`config.mk`:
```
export PLATFORM = sky130hd
export DESIGN_NAME = spi_reg_bridge_flat
export DESIGN_NICKNAME = d
export VERILOG_FILES = /design/src/rtl/spi_reg_bridge_pkg.sv /design/src/rtl/spi_reg_bridge_if.sv /design/src/rtl/spi_reg_bridge_sync_edge.sv /design/src/rtl/spi_reg_bridge.sv /design/src/flat_wrapper.sv
export SDC_FILE = /design/constraint.sdc
export NUM_CORES = 1
export LEC_CHECK = 0
export BUFFER_PORTS_ARGS = -buffer_cell sky130_fd_sc_hd__buf_2
export CAP_MARGIN = 30
export CORE_MARGIN = 5
export CORE_UTILIZATION = 33
export CTS_CLUSTER_SIZE = 12
export DETAILED_ROUTE_END_ITERATION = 10
export GPL_TIMING_DRIVEN = 0
export RECOVER_POWER = 25
export SLEW_MARGIN = 20
export SYNTH_ARGS = -nofsm -noshare
export SYNTH_HDL_FRONTEND = slang
export SYNTH_SLANG_ARGS = --single-unit
```
`constraint.sdc`:
```
create_clock -name clk -period 2.6 [get_ports clk]
set_input_delay 0.39 -clock clk [delete_from_list [all_inputs] [get_ports clk]]
set_output_delay 0.39 -clock clk [all_outputs]
set_load 0.05 [all_outputs]
```
`src/rtl/spi_reg_bridge_pkg.sv`:
```
// Shared types and frame-boundary constants for the SPI register bridge.
package tft_spi_pkg;

  typedef enum logic [2:0] {
    IDLE  = 3'd0,
    CMD   = 3'd1,
    ADDR  = 3'd2,
    WDATA = 3'd3,
    RDATA = 3'd4,
    DONE  = 3'd5
  } spi_state_e;

  localparam int         CMD_READ_BIT = 7;
  localparam logic [5:0] BITS_CMD     = 6'd8;
  localparam logic [5:0] BITS_HDR     = 6'd16;
  localparam logic [5:0] BITS_FRAME   = 6'd48;

  // States in which incoming sclk bits are still being consumed.
  function automatic logic is_active(input spi_state_e s);
    return (s == CMD) || (s == ADDR) || (s == WDATA) || (s == RDATA);
  endfunction

endpackage

```
`src/rtl/spi_reg_bridge_if.sv`:
```
// Register-bus bundle between the SPI bridge (master) and the register file (slave).
interface spi_reg_bridge_if;
  logic [7:0]  reg_addr;
  logic [31:0] reg_wdata;
  logic        reg_write;
  logic        reg_read;
  logic [31:0] reg_rdata;

  modport master (output reg_addr, output reg_wdata, output reg_write,
                  output reg_read, input reg_rdata);
  modport slave  (input reg_addr, input reg_wdata, input reg_write,
                  input reg_read, output reg_rdata);
endinterface

```
`src/rtl/spi_reg_bridge_sync_edge.sv`:
```
// N-stage synchronizer for an asynchronous pin with single-clk rise/fall pulses.
module spi_sync_edge #(
  parameter int   STAGES  = 2,
  parameter logic RST_VAL = 1'b0
) (
  input  logic clk,
  input  logic rst_n,
  input  logic d,
  output logic q,
  output logic rise,
  output logic fall
);

  localparam int N = (STAGES < 2) ? 2 : STAGES;

  logic [N-1:0] sync_q, sync_d;
  logic         prev_q, prev_d;

  // Next value of the synchronizer chain and the edge-history flop.
  always_comb begin
    sync_d = {sync_q[N-2:0], d};
    prev_d = sync_q[N-1];
  end

  // Synchronizer and history registers.
  always_ff @(posedge clk or negedge rst_n) begin
    if (!rst_n) begin
      sync_q <= {N{RST_VAL}};
      prev_q <= RST_VAL;
    end else begin
      sync_q <= sync_d;
      prev_q <= prev_d;
    end
  end

  assign q    = sync_q[N-1];
  assign rise = sync_q[N-1] & ~prev_q;
  assign fall = ~sync_q[N-1] & prev_q;

endmodule

```
`src/rtl/spi_reg_bridge.sv`:
```
// SPI mode-0 slave that decodes host frames into single-cycle register-bus strobes.
// Optional idle-abort counter is built when SPI_TIMEOUT_EN is defined.
module spi_reg_bridge
  import tft_spi_pkg::*;
#(
  parameter int SYNC_STAGES = 2,
  parameter int TIMEOUT_CYC = 65535
) (
  input  logic             clk,
  input  logic             rst_n,
  input  logic             spi_sclk,
  input  logic             spi_cs_n,
  input  logic             spi_mosi,
  output logic             spi_miso,
  output logic             spi_miso_oe,
  output logic             busy,
  output logic             frame_err,
  spi_reg_bridge_if.master bus
);

  logic sclk_rise_s, sclk_fall_s, sclk_q_unused_s;
  logic cs_s, cs_rise_s, cs_fall_s;
  logic mosi_s, mosi_rise_unused_s, mosi_fall_unused_s;

  spi_sync_edge #(.STAGES(SYNC_STAGES), .RST_VAL(1'b0)) u_sync_sclk (
    .clk(clk), .rst_n(rst_n), .d(spi_sclk),
    .q(sclk_q_unused_s), .rise(sclk_rise_s), .fall(sclk_fall_s)
  );
  spi_sync_edge #(.STAGES(SYNC_STAGES), .RST_VAL(1'b1)) u_sync_cs (
    .clk(clk), .rst_n(rst_n), .d(spi_cs_n),
    .q(cs_s), .rise(cs_rise_s), .fall(cs_fall_s)
  );
  spi_sync_edge #(.STAGES(SYNC_STAGES), .RST_VAL(1'b0)) u_sync_mosi (
    .clk(clk), .rst_n(rst_n), .d(spi_mosi),
    .q(mosi_s), .rise(mosi_rise_unused_s), .fall(mosi_fall_unused_s)
  );

  spi_state_e  state_q, state_d;
  logic [5:0]  bit_cnt_q, bit_cnt_d;
  logic [31:0] rx_q, rx_d;
  logic [31:0] tx_q, tx_d;
  logic        cmd_rd_q, cmd_rd_d;
  logic [7:0]  hdr_addr_q, hdr_addr_d;
  logic [7:0]  reg_addr_q, reg_addr_d;
  logic [31:0] reg_wdata_q, reg_wdata_d;
  logic        reg_write_q, reg_write_d;
  logic        reg_read_q, reg_read_d;
  logic        frame_err_q, frame_err_d;
  logic        miso_q, miso_d;
  logic        miso_oe_q, miso_oe_d;
  logic        busy_q, busy_d;

`ifdef SPI_TIMEOUT_EN
  localparam logic [15:0] IDLE_LIM = 16'(TIMEOUT_CYC - 1);
  logic [15:0] idle_q, idle_d;
`else
  logic [15:0] timeout_unused_s;
  assign timeout_unused_s = 16'(TIMEOUT_CYC);
`endif

  // Frame decoder: next state, shift registers and strobe requests.
  always_comb begin
    state_d     = state_q;
    bit_cnt_d   = bit_cnt_q;
    rx_d        = rx_q;
    tx_d        = tx_q;
    cmd_rd_d    = cmd_rd_q;
    hdr_addr_d  = hdr_addr_q;
    reg_addr_d  = reg_addr_q;
    reg_wdata_d = reg_wdata_q;
    reg_write_d = 1'b0;
    reg_read_d  = 1'b0;
    frame_err_d = 1'b0;

    // cs_n rising aborts whatever is in flight, including a 48th bit seen this clk.
    if (cs_rise_s) begin
      state_d   = IDLE;
      bit_cnt_d = 6'd0;
    end else if (cs_fall_s) begin
      state_d   = CMD;
      bit_cnt_d = 6'd0;
      rx_d      = 32'd0;
    end else if (reg_read_q) begin
      tx_d = bus.reg_rdata;
    end else if (sclk_rise_s && is_active(state_q)) begin
      rx_d      = {rx_q[30:0], mosi_s};
      bit_cnt_d = bit_cnt_q + 6'd1;
      case (state_q)
        CMD: begin
          if (bit_cnt_d != BITS_CMD) begin
            state_d = CMD;
          end else if (rx_d[6:0] == 7'd0) begin
            state_d  = ADDR;
            cmd_rd_d = rx_d[CMD_READ_BIT];
          end else begin
            state_d     = DONE;
            frame_err_d = 1'b1;
          end
        end
        ADDR: begin
          if (bit_cnt_d != BITS_HDR) begin
            state_d = ADDR;
          end else if (cmd_rd_q) begin
            state_d    = RDATA;
            hdr_addr_d = rx_d[7:0];
            reg_addr_d = rx_d[7:0];
            reg_read_d = 1'b1;
          end else begin
            state_d    = WDATA;
            hdr_addr_d = rx_d[7:0];
          end
        end
        WDATA: begin
          if (bit_cnt_d == BITS_FRAME) begin
            state_d     = DONE;
            reg_addr_d  = hdr_addr_q;
            reg_wdata_d = rx_d;
            reg_write_d = 1'b1;
          end else begin
            state_d = WDATA;
          end
        end
        RDATA: begin
          if (bit_cnt_d == BITS_FRAME) begin
            state_d = DONE;
          end else begin
            state_d = RDATA;
          end
        end
        default: state_d = state_q;
      endcase
    end else if (sclk_fall_s && (state_q == RDATA) && (bit_cnt_q > BITS_HDR)) begin
      // The 16th falling edge only presents rdata[31]; later ones advance.
      tx_d = {tx_q[30:0], 1'b0};
    end else begin
      state_d = state_q;
    end

`ifdef SPI_TIMEOUT_EN
    if (cs_s || sclk_rise_s || sclk_fall_s) begin
      idle_d = 16'd0;
    end else begin
      idle_d = idle_q + 16'd1;
    end
    if (!cs_s && !sclk_rise_s && !sclk_fall_s && is_active(state_q) && (idle_q == IDLE_LIM)) begin
      state_d     = DONE;
      frame_err_d = 1'b1;
    end else begin
      frame_err_d = frame_err_d;
    end
`endif

    miso_oe_d = (state_d == RDATA);
    miso_d    = (state_d == RDATA) ? tx_d[31] : 1'b0;
    busy_d    = ~cs_s;
  end

  // State, datapath and registered outputs.
  always_ff @(posedge clk or negedge rst_n) begin
    if (!rst_n) begin
      state_q     <= IDLE;
      bit_cnt_q   <= 6'd0;
      rx_q        <= 32'd0;
      tx_q        <= 32'd0;
      cmd_rd_q    <= 1'b0;
      hdr_addr_q  <= 8'd0;
      reg_addr_q  <= 8'd0;
      reg_wdata_q <= 32'd0;
      reg_write_q <= 1'b0;
      reg_read_q  <= 1'b0;
      frame_err_q <= 1'b0;
      miso_q      <= 1'b0;
      miso_oe_q   <= 1'b0;
      busy_q      <= 1'b0;
`ifdef SPI_TIMEOUT_EN
      idle_q      <= 16'd0;
`endif
    end else begin
      state_q     <= state_d;
      bit_cnt_q   <= bit_cnt_d;
      rx_q        <= rx_d;
      tx_q        <= tx_d;
      cmd_rd_q    <= cmd_rd_d;
      hdr_addr_q  <= hdr_addr_d;
      reg_addr_q  <= reg_addr_d;
      reg_wdata_q <= reg_wdata_d;
      reg_write_q <= reg_write_d;
      reg_read_q  <= reg_read_d;
      frame_err_q <= frame_err_d;
      miso_q      <= miso_d;
      miso_oe_q   <= miso_oe_d;
      busy_q      <= busy_d;
`ifdef SPI_TIMEOUT_EN
      idle_q      <= idle_d;
`endif
    end
  end

  assign bus.reg_addr  = reg_addr_q;
  assign bus.reg_wdata = reg_wdata_q;
  assign bus.reg_write = reg_write_q;
  assign bus.reg_read  = reg_read_q;
  assign spi_miso      = miso_q;
  assign spi_miso_oe   = miso_oe_q;
  assign busy          = busy_q;
  assign frame_err     = frame_err_q;

endmodule

```
`src/flat_wrapper.sv`:
```
// flat-port wrapper written by rule: the top's interface ports become plain ports
module spi_reg_bridge_flat import tft_spi_pkg::*;
#(
  parameter int SYNC_STAGES = 2,
  parameter int TIMEOUT_CYC = 65535
)
  (clk, rst_n, spi_sclk, spi_cs_n, spi_mosi, spi_miso, spi_miso_oe, busy, frame_err, bus_reg_addr, bus_reg_wdata, bus_reg_write, bus_reg_read, bus_reg_rdata);
  spi_reg_bridge_if bus_i ();
  input  logic clk;
  input  logic rst_n;
  input  logic spi_sclk;
  input  logic spi_cs_n;
  input  logic spi_mosi;
  output logic spi_miso;
  output logic spi_miso_oe;
  output logic busy;
  output logic frame_err;
  output wire logic [$bits(bus_i.reg_addr)-1:0] bus_reg_addr;
  output wire logic [$bits(bus_i.reg_wdata)-1:0] bus_reg_wdata;
  output wire logic [$bits(bus_i.reg_write)-1:0] bus_reg_write;
  output wire logic [$bits(bus_i.reg_read)-1:0] bus_reg_read;
  input wire logic [$bits(bus_i.reg_rdata)-1:0] bus_reg_rdata;
  assign bus_reg_addr = bus_i.reg_addr;
  assign bus_reg_wdata = bus_i.reg_wdata;
  assign bus_reg_write = bus_i.reg_write;
  assign bus_reg_read = bus_i.reg_read;
  assign bus_i.reg_rdata = bus_reg_rdata;
  spi_reg_bridge #(.SYNC_STAGES(SYNC_STAGES), .TIMEOUT_CYC(TIMEOUT_CYC)) u_core (.clk(clk), .rst_n(rst_n), .spi_sclk(spi_sclk), .spi_cs_n(spi_cs_n), .spi_mosi(spi_mosi), .spi_miso(spi_miso), .spi_miso_oe(spi_miso_oe), .busy(busy), .frame_err(frame_err), .bus(bus_i));
endmodule
```
==> insert_results.sql <==
INSERT INTO impl_metrics (metric_group, metric, value, unit) VALUES
('status', 'outcome', 'finished, violations left', ''),
('status', 'violations', 'max-capacitance violations, max-slew violations', ''),
('setup_path', 'critical_path_peak_fanout', '10', ''),
('route', 'vias_per_cell', '5.25', ''),
('timing', 'slew_headroom', '-0.189', ''),
('synth', 'synth-seq-area-share', '0.563', ''),
('synth', 'synth_top_cells_by_area', 'dfrtp_1, mux2_4, o22ai_1', ''),
('setup_path', 'cp.arrival', '2.79', 'ns'),
('synth', 'synth-edff-count', '0', ''),
('cells_and_area', 'antennaDiodeCount', '0', ''),
('power', 'total_power', '4730', 'uW'),
('placed_design', 'dp_hpwl', '9.32', 'mm'),
('setup_path', 'cp_data_required_time', '2.90', 'ns'),
('timing', 'maxClockFrequency', '402', 'MHz'),
('cells_and_area', 'nFillCells', '1704', ''),
('synth', 'synthTopCellsByCount', 'dfrtp_1, o22ai_1, a21oi_1', ''),
('cells_and_area', 'syn_to_final_growth', '22.2', '%'),
('clock_network', 'cts-root-to-sink-buffers', '2', ''),
('clock_network', 'cts_buffers', '17', ''),
('synth', 'synth.net_count', '527', ''),
('global_route', 'first_global_vias', '4432', ''),
('floorplan', 'initial_utilization', '0.334', ''),
('timing', 'min_period', '2.49', 'ns'),
('power', 'vdd.ir_drop.worst', '0.427', 'mV'),
('synth', 'synth-compound-area-share', '0.167', ''),
('synth', 'dominant_combinational_cell_family_by_area_after_synthesis', 'compound AO/OA/AOI/OAI gates', ''),
('setup_path', 'worst_setup_path_end_kind', 'register', ''),
('synth', 'synth_top_area_share', '0.550', ''),
('clock_network', 'clk_pin_slew_worst_paths', '0.06', 'ns'),
('worst_hold_path', 'min-delay-path-class', 'primary input to register', ''),
('synth', 'postSynthRegisterBits', '135', ''),
('placed_design', 'port-buffer-count', '82', ''),
('synth', 'synth_largest_area_cell', 'dfrtp_1', ''),
('global_route', 'global_route.usage.total', '0.130', ''),
('global_route', 'grt_start_max_net_pins', '79', ''),
('timing', 'finalClockSkew', '0.0121', 'ns'),
('clock_network', 'htree_levels', '4', ''),
('global_route', 'grt_antenna_before_repair', '0', ''),
('power', 'cellLeakagePower', '0.00357', 'uW'),
('synth', 'syn-instance-count', '485', ''),
('timing', 'tightest_slew', '1.78', 'ns'),
('route', 'avgRoutedWirePerCell', '16.3', 'um'),
('synth', 'post_synth_design_cell_area', '6010', 'um2'),
('cells_and_area', 'stdcell_area', '7340', 'um2'),
('clock_network', 'clock_latency', '0.43', 'ns'),
('synth', 'synth.avg_cell_area', '12.4', 'um2'),
('timing', 'final_hold_viol_count', '0', ''),
('synth', 'muxShareOfSynthArea', '0.129', ''),
('synth', 'synth_warnings', '0', ''),
('synth', 'distinct_cells_synth', '49', ''),
('timing', 'grt_setup_unrepaired', 'false', ''),
('route', 'ant_nets', '0', ''),
('synth', 'synth-xor-area-share', '0.00437', ''),
('flow_run', 'cap_viol_max_count', '1', ''),
('clock_network', 'clock-root-buffer', 'clkbuf_16', ''),
('timing', 'slew_violations', '78', ''),
('synth', 'synth_simple_gate_area_share', '0.0842', ''),
('global_route', 'grt_first_pass_wirelength', '22.7', 'mm'),
('route', 'drt-pass1-iter-count', '5', ''),
('cells_and_area', 'drive_gt1_frac', '0.339', ''),
('floorplan', 'ios', '83', ''),
('cells_and_area', 'post_layout_net_count', '633', ''),
('route', 'route.final.wire_length', '13.6', 'mm'),
('clock_network', 'cts.sinks', '135', ''),
('placed_design', 'gpl.final_weighted_congestion', '0.813', ''),
('floorplan', 'fp.dieW', '145', 'um'),
('floorplan', 'die-area', '21000', 'um2'),
('floorplan', 'floorplan.core_area', '18000', 'um2'),
('setup_path', 'worstSetupPathType', 'register to register', ''),
('synth', 'async_reset_ff_frac', '1.00', ''),
('floorplan', 'rows', '49', ''),
('synth', 'synthAdderAreaFrac', '0.0104', ''),
('synth', 'synthMostInstantiatedCell', 'dfrtp_1', ''),
('placed_design', 'placed_cell_area', '6740', 'um2'),
('route', 'drt-initial-drc-count', '255', ''),
('synth', 'most_instantiated_flip_flop_cell_in_the_synthesis_netlist', 'dfrtp_1', ''),
('timing', 'final-setup-viol-count', '0', ''),
('global_route', 'grt_overflow', '0', ''),
('route', 'route.vias.total', '4371', ''),
('setup_path', 'worstSetupStartpointType', 'register', ''),
('floorplan', 'fp.dieH', '145', 'um'),
('timing', 'final.period_utilization', '0.957', ''),
('power', 'power_density', '645', 'nW/um2'),
('clock_network', 'tritoncts_clock_tree', 'done', ''),
('route', 'drt_drc', '0', '');
[routing by layer]
metal	share of wire	up-vias	wire length (um)	track usage
li1	-	2041	-	-
met5	0	-	0	0
met2	0.49	122	6710	0.208
met4	0.019	0	253	0.0508
met1	0.44	2187	6000	0.168
met3	0.047	21	642	0.0368
[cells in the final DEF (no fill, tap or decap), types with 4 or more instances in the layout]
| cell type | Yosys | routed |
|---|---|---|
| clkbuf_1 | 24 | 26 |
| nor3_1 | 10 | 9 |
| o22ai_1 | 60 | 60 |
| nor3b_1 | 4 | 4 |
| mux2_2 | 29 | 29 |
| buf_2 | 6 | 87 |
| inv_1 | 7 | 7 |
| a22o_1 | 32 | 32 |
| nand3_1 | 7 | 6 |
| mux2_4 | 30 | 30 |
| nor2_1 | 13 | 12 |
| a21oi_1 | 34 | 34 |
| nor2b_1 | 6 | 6 |
| nand2_1 | 17 | 16 |
| buf_4 | 0 | 4 |
| ha_1 | 5 | 5 |
| dfrtp_1 | 132 | 131 |
| nand4_1 | 4 | 4 |
| clkbuf_16 | 0 | 17 |
| clkinvlp_4 | 0 | 4 |
| o21ai_0 | 13 | 12 |
[sequential cells by signal (all words and copies together) (netlist names), 3 cells and up]
name / flops
u_core.hdr_addr_q: 8
u_core.bus.reg_addr: 8
u_core.state_q: 3
u_core.rx_q: 31
u_core.tx_q: 32
u_core.bus.reg_wdata: 32
u_core.bit_cnt_q: 6
[power by group]
part / leakage, uW / switching [uW] / internal [uW]
sequential: 0.00186 / 16.7 / 2130
combinational: 0.00146 / 220 / 118
clock: 0.000260 / 912 / 1340
total: 0.00357 / 1150 / 3580
[cell type report]
cell class	instances	area, um2	area share
plain buffers	36	216	0.0295
clock buffers	21	450	0.0613
clock inverters	11	101	0.0138
inverters	7	26.3	0.00358
multi-input cells	306	2400	0.327
flip-flops and latches	135	3380	0.461
well taps	229	287	0.0390
repair buffers	88	478	0.0651
[worst max-delay path, stage by stage (launching register included)]
cell and delay, ns:
dfrtp_1 0.38, buf_6 0.14, or3b_1 0.36, buf_6 0.15
nor2_4 0.14, nand2_2 0.08, or4_4 0.61, buf_12 0.19
mux2_4 0.29
[logic make-up after synthesis]
kind of cell / count (synthesis)
AO/OA/AOI/OAI: 153
buffers and inverters: 44
adder cells (fa/ha/maj): 5
flip-flops: 135
AND/OR/NAND/NOR: 86
multiplexers: 59
XOR/XNOR: 3
[metrics by stage]
stage          hold slack [ns]  setup WS [ns]  setup TNS (ns)   util  instances
4_1_cts                 0.0478      -0.000446       -0.000446  0.408        832
6_report                0.0670          0.113               0  0.409        833
3_5_place_dp             0.336         -0.471           -9.02  0.375        797
5_1_grt                 0.0494        0.00768               0  0.409        833
2_1_floorplan           0.0944         0.0394               0      -        485
3_3_place_gp             0.332         -0.681          -96.71  0.373        796
[worst paths after layout]
path	from	end	slack, ns	depth (start not counted)
worst max-delay path	u_core.bus.reg_read	u_core.bus.reg_wdata[25]	0.11	8
worst min-delay path	spi_cs_n	u_core.u_sync_cs.sync_q[0]	0.07	1
worst max register to register	u_core.bus.reg_read	u_core.bus.reg_wdata[25]	0.11	8
worst min register to register	u_core.u_sync_mosi.sync_q[0]	u_core.u_sync_mosi.sync_q[1]	0.35	0
max in group asynchronous	rst_n	u_core.bus.reg_wdata[24]	0.54	2
min in group asynchronous	rst_n	u_core.tx_q[3]	0.99	2
[what timing repair did]
action	in CTS	in global routing
pin swaps	2	1
hold buffers	1	0
gates resized for setup	3	7
hold endpoints to repair	77	0
endpoints found under the setup margin	68	79
setup buffers	2	2
No activity file was read; power rests on OpenSTA's default activity.
